**src/rtl/fifo_sum_data_gen.sv**
```systemverilog
// fifo_sum_data_gen: paced matrix stream source feeding the FIFO three-row sum controller.
// Emits one frame of (CNT_ROW_MAX+1) x (CNT_COL_MAX+1) bytes per start pulse, one strobe every
// CNT_GAP_MAX+1 clocks, then drains for CNT_GAP_MAX+1 clocks and pulses frame_done.
// Ports:
//   sys_clk    - system clock, rising edge
//   sys_rst_n  - asynchronous active-low reset
//   start      - frame request, only honoured while idle
//   hold       - freezes beat pacing while a frame is running
//   po_flag    - one-cycle data strobe
//   po_data    - beat data, held between strobes
//   busy       - high while a frame or its drain period is in progress
//   frame_done - one-cycle pulse when the drain period ends
module fifo_sum_data_gen #(
  parameter logic [7:0] CNT_COL_MAX = 8'd3,
  parameter logic [7:0] CNT_ROW_MAX = 8'd4,
  parameter logic [7:0] CNT_GAP_MAX = 8'd9,
  parameter logic [7:0] DATA_MAX    = 8'd99
) (
  input  logic       sys_clk,
  input  logic       sys_rst_n,
  input  logic       start,
  input  logic       hold,
  output logic       po_flag,
  output logic [7:0] po_data,
  output logic       busy,
  output logic       frame_done
);
  typedef enum logic [1:0] {IDLE = 2'd0, RUN = 2'd1, TAIL = 2'd2} state_t;
  state_t     state_q, state_d;
  logic [7:0] cnt_gap_q, cnt_gap_d;
  logic [7:0] cnt_col_q, cnt_col_d;
  logic [7:0] cnt_row_q, cnt_row_d;
  logic [7:0] cnt_tail_q, cnt_tail_d;
  logic [7:0] data_val_q, data_val_d;
  logic [7:0] po_data_q, po_data_d;
  logic       po_flag_q, po_flag_d;
  logic       busy_q, busy_d;
  logic       frame_done_q, frame_done_d;
  always_comb begin
    state_d      = state_q;
    cnt_gap_d    = cnt_gap_q;
    cnt_col_d    = cnt_col_q;
    cnt_row_d    = cnt_row_q;
    cnt_tail_d   = cnt_tail_q;
    data_val_d   = data_val_q;
    po_data_d    = po_data_q;
    po_flag_d    = 1'b0;
    frame_done_d = 1'b0;
    case (state_q)
      IDLE: begin
        if (start) begin
          state_d   = RUN;
          cnt_gap_d = 8'd0;
          cnt_col_d = 8'd0;
          cnt_row_d = 8'd0;
        end
      end
      RUN: begin
        // hold freezes the pacing counter even at CNT_GAP_MAX, so a pending beat waits for hold=0
        if (!hold) begin
          if (cnt_gap_q == CNT_GAP_MAX) begin
            po_flag_d  = 1'b1;
            po_data_d  = data_val_q;
            cnt_gap_d  = 8'd0;
            data_val_d = (data_val_q == DATA_MAX) ? 8'd0 : data_val_q + 8'd1;
            if (cnt_col_q == CNT_COL_MAX) begin
              cnt_col_d = 8'd0;
              if (cnt_row_q == CNT_ROW_MAX) begin
                cnt_row_d  = 8'd0;
                cnt_tail_d = 8'd0;
                state_d    = TAIL;
              end else begin
                cnt_row_d = cnt_row_q + 8'd1;
              end
            end else begin
              cnt_col_d = cnt_col_q + 8'd1;
            end
          end else begin
            cnt_gap_d = cnt_gap_q + 8'd1;
          end
        end
      end
      TAIL: begin
        // drain period lets downstream pipelines flush before frame_done
        if (cnt_tail_q == CNT_GAP_MAX) begin
          state_d      = IDLE;
          frame_done_d = 1'b1;
        end else begin
          cnt_tail_d = cnt_tail_q + 8'd1;
        end
      end
      default: state_d = IDLE;
    endcase
    busy_d = (state_d != IDLE);
  end
  always_ff @(posedge sys_clk or negedge sys_rst_n) begin
    if (!sys_rst_n) begin
      state_q      <= IDLE;
      cnt_gap_q    <= 8'd0;
      cnt_col_q    <= 8'd0;
      cnt_row_q    <= 8'd0;
      cnt_tail_q   <= 8'd0;
      data_val_q   <= 8'd0;
      po_data_q    <= 8'd0;
      po_flag_q    <= 1'b0;
      busy_q       <= 1'b0;
      frame_done_q <= 1'b0;
    end else begin
      state_q      <= state_d;
      cnt_gap_q    <= cnt_gap_d;
      cnt_col_q    <= cnt_col_d;
      cnt_row_q    <= cnt_row_d;
      cnt_tail_q   <= cnt_tail_d;
      data_val_q   <= data_val_d;
      po_data_q    <= po_data_d;
      po_flag_q    <= po_flag_d;
      busy_q       <= busy_d;
      frame_done_q <= frame_done_d;
    end
  end
  assign po_flag    = po_flag_q;
  assign po_data    = po_data_q;
  assign busy       = busy_q;
  assign frame_done = frame_done_q;
endmodule
```
**config.mk**
```make
export PLATFORM = sky130hd
export DESIGN_NAME = fifo_sum_data_gen
export DESIGN_NICKNAME = d
export VERILOG_FILES = /design/src/rtl/fifo_sum_data_gen.sv
export SDC_FILE = /design/constraint.sdc
export NUM_CORES = 1
export LEC_CHECK = 0
export ABC_AREA = 0
export CAP_MARGIN = 20
export CORE_AREA = 5 5 103 105
export DETAILED_ROUTE_END_ITERATION = 7
export DIE_AREA = 0 0 108 110
export PLACE_DENSITY = 0.44
export SLEW_MARGIN = 5
export SYNTH_ARGS = -nofsm -noshare
export SYNTH_HDL_FRONTEND = slang
export SYNTH_SLANG_ARGS = --single-unit
```
**constraint.sdc**
```tcl
create_clock -name sys_clk -period 1.7 [get_ports sys_clk]
set_input_delay 0.17 -clock sys_clk [delete_from_list [all_inputs] [get_ports sys_clk]]
set_output_delay 0.17 -clock sys_clk [all_outputs]
set_load 0.02 [all_outputs]
```
==> flow_summary.toml <==
[outcome]
status = "finished, violations left"
violations = "negative setup slack"

[placed_design]
dpl.hpwl_um = 4728
io_buffers = 14
place_area_sq_um = 3532
gp_congestion = 0.7482

[floorplan]
fp-row-count = 36
core-area_sq_um = 9549
die_h_um = 110
ios = 15
initial_core_util_pct = 29.05
die_w_um = 108
die_area_sq_um = 11880

[synth]
syn-instance-count = 283
syn-num-nets = 295
syn_area_sq_um = 2774
synth_edf_count = 0
synth_cell_type_count = 53
yosys-top-cells-area = "dfrtp_1 (48%), nand2_1 (4.9%), ha_1 (3.6%)"
syn_avg_cell_area_sq_um = 9.802
synth_flop_cell = "dfrtp_1"
ys.warnings.count = 0
yosys.area.top_type = "dfrtp_1"
synth_top_area_share_pct = 47.81
synth-async-reset-ratio_pct = 100.0
ys_seq_elements = 53
yosys.cell_count.top_type = "dfrtp_1"
yosysSeqAreaShare_pct = 47.81
synth_common_cells = "dfrtp_1 (53), nand2_1 (36), nor2_1 (14)"

[clocking]
clk_latency_ns = 0.31
cts_max_path_buffers = 2
clkTransAtPathRegs_ns = 0.10
tritoncts = "yes"
htreeDepth = 2
numCtsBuffers = 5
cts.sinks = 53
ctsRootBufferMaster = "clkbuf_8"

[timing]
hold_violations = 0
period_share_pct = 103.4
layout_setup_ws_ns = -0.05749
relSlewSlack_pct = 64.98
fmax_ghz = 0.5690
tightest_slew_ns = 0.5234
finClkSkew_ns = 0.009475
tns_ns = -0.2791
maxSlewViolCount = 0
setup_viol = 14
fin_crit_ns = 1.757
rsz0062_at_grt = "yes"

[layout]
drive_gt1_share_pct = 28.69
n_antenna_cell = 0
syn_to_final_growth_pct = 38.43
fill_cells = 971
final_nets = 377
fin_area_sq_um = 3840

[power]
p_clk_share_pct = 19.8
p_int_mw = 2.453
ir_drop_mv = 0.4394
total_leakage_power_nw = 1.744
power_density_nw_per_um2 = 955.8
switching_share_pct = 33.15
p_switching_mw = 1.217
pwr-share-seq_pct = 43.7
pwr-share-comb_pct = 36.6

[route]
via_count = 2428
ant_nets = 0
top_layer_used = "met4"
drt-met1-wl_um = 3368
via_per_inst = 4.866
wl_per_cell_um = 13.62
met3_wirelength_um = 146
wl_met2_um = 3207
drt_iter0_markers = 128
wl_um = 6798
drcViolationCount = 0
first_pass_iters = 7

[critical_path]
arrival_ns = 1.95
worstPathMaxFanout = 7
cp_slowest_cell = "dfrtp_1"
worstPathCellList = "inv_2 > ha_1 > and3b_2 > buf_6 > nand4_4 > buf_8 > a21oi_4 > buf_4 > o21ai_2"
cp-end-kind = "flip-flop"
critPathRequiredTime_ns = 1.89
worstSetupPathType = "reg -> reg"
start_kind = "flip-flop"
r2r-end = "cnt_row_q[0]$_DFFE_PN0P_"
slowest_delay_ns = 0.41
worst-r2r-cell-count = 9
regToRegSetupSlack_ns = -0.06
reg2reg_from = "cnt_gap_q[1]$_DFFE_PN0P_"

[global_route]
grt_start_max_net_pins = 54
grt_first_pass_wirelength_um = 11750
antenna_found_initial = 0
grt_use_total_pct = 12.31
grt_pass1_vias = 2466
overflow = 0

[min_path]
hold_class = "in -> async"

[job]
drv_cap = 0
cells by family after synthesis:
family,after synthesis,synth area share [%]
simple gates,121,24.36
compound gates,68,16.83
flops,53,47.81
buf+inv,19,2.706
xor+xnor,9,2.841
fa+ha+maj,8,3.609
mux,5,1.849
cell usage in the layout, fill, tap and decap left out, types with 2 or more instances in the layout:
master           synthesis  layout
o21ai_1                  6       5
o31ai_1                  5       4
o21ai_0                  9       8
nand3b_1                 2       2
xor2_1                   4       4
buf_2                    3       2
a22o_1                   4       4
a21oi_2                  0       3
nor3_1                   6       5
nand3_1                 13      13
dfrtp_1                 53      53
ha_1                     8       8
nand2b_1                 3       3
nand2_1                 36      35
nor4_4                   2       2
nor2_1                  14      12
a211oi_1                 3       3
a21oi_1                 12       9
a31oi_1                 10      10
mux2i_1                  4       4
and3_1                  10      10
clkbuf_8                 0       5
or4_1                    5       5
or3_1                    2       2
nor2b_1                  4       4
nand4_1                 11      11
a21o_1                   7       6
nor4b_4                  0       2
inv_1                    8       7
nor2_4                   0       2
clkdlybuf4s50_1          0      13
nor3b_1                  3       3
buf_4                    0      60
buf_6                    0       7
xnor2_1                  5       5
layer usage:
metal | global-route usage [%] | up-vias
li1 | - | 1208
met1 | 16.98 | 1182
met2 | 19.67 | 32
met3 | 1.456 | 6
met4 | 5.140 | 0
met5 | 0 | -
layout make-up:
cell class	count	area (sq um)	share of cell area [%]
multi-input combinational	211	1510	39.33
timing repair buffer	85	714.4	18.61
tap	133	166.4	4.334
sequential	53	1326	34.54
inverter	9	36.28	0.9449
clock buffer	6	72.57	1.890
clock inverter	2	13.76	0.3584
registers in the layout, indices dropped and copies added, names as in the netlist:
| name | count |
|---|---|
| busy | 1 |
| cnt_gap_q | 8 |
| po_data | 8 |
| data_val_q | 8 |
| state_q | 2 |
| cnt_col_q | 8 |
| frame_done | 1 |
| po_flag | 1 |
| cnt_row_q | 8 |
| cnt_tail_q | 8 |
worst max-delay path by stage:
stage / slack (ns) / startpoint / endpoint
floorplan: -0.05 / cnt_gap_q[0]$_DFFE_PN0P_ / cnt_gap_q[7]$_DFFE_PN0P_
global placement: -0.17 / cnt_gap_q[1]$_DFFE_PN0P_ / cnt_gap_q[7]$_DFFE_PN0P_
detailed placement: -0.20 / hold / cnt_col_q[4]$_DFFE_PN0P_
CTS: -0.04 / cnt_gap_q[1]$_DFFE_PN0P_ / cnt_col_q[3]$_DFFE_PN0P_
global route: -0.17 / cnt_gap_q[6]$_DFFE_PN0P_ / cnt_row_q[0]$_DFFE_PN0P_
finish: -0.06 / cnt_gap_q[1]$_DFFE_PN0P_ / cnt_row_q[0]$_DFFE_PN0P_
worst max-delay path, delay by kind of cell (launching register included):
family / cells / cell delay, ns
buf+inv: 4 / 0.50
flops: 1 / 0.41
simple gates: 2 / 0.32
compound gates: 2 / 0.29
fa+ha+maj: 1 / 0.12
power groups by stage:
stage	Sequential, mW	Combinational (mW)	Clock [mW]
after floorplan	1.70	0.487	0
after global placement	1.63	1.18	0
after detailed placement	1.62	1.18	0
after CTS	1.60	1.29	0.775
after global routing	1.63	1.50	0.825
final	1.60	1.34	0.727
metrics by stage:
step | utilization (%) | instances | power [mW] | setup WS (ns) | hold slack, ns
after global placement | 36.99 | 483 | 2.803 | -0.1676 | 0.2001
final | 40.21 | 499 | 3.670 | -0.05749 | 0.4012
after global routing | 40.21 | 499 | 3.954 | -0.1704 | 0.4210
after floorplan | - | 283 | 2.184 | -0.05126 | -0.1256
after detailed placement | 36.99 | 483 | 2.799 | -0.1986 | 0.1985
after CTS | 39.01 | 496 | 3.664 | -0.04490 | 0.3959
repair_timing:
item / in CTS / in global routing
hold buffers: 1 / 0
endpoints found under the hold margin: 53 / 0
resized for setup: 14 / 22
setup buffers: 3 / 4
endpoints found under the setup margin: 39 / 49
cloned: 1 / 0
pin swaps: 13 / 10
Power figures use the tool's default switching activity.
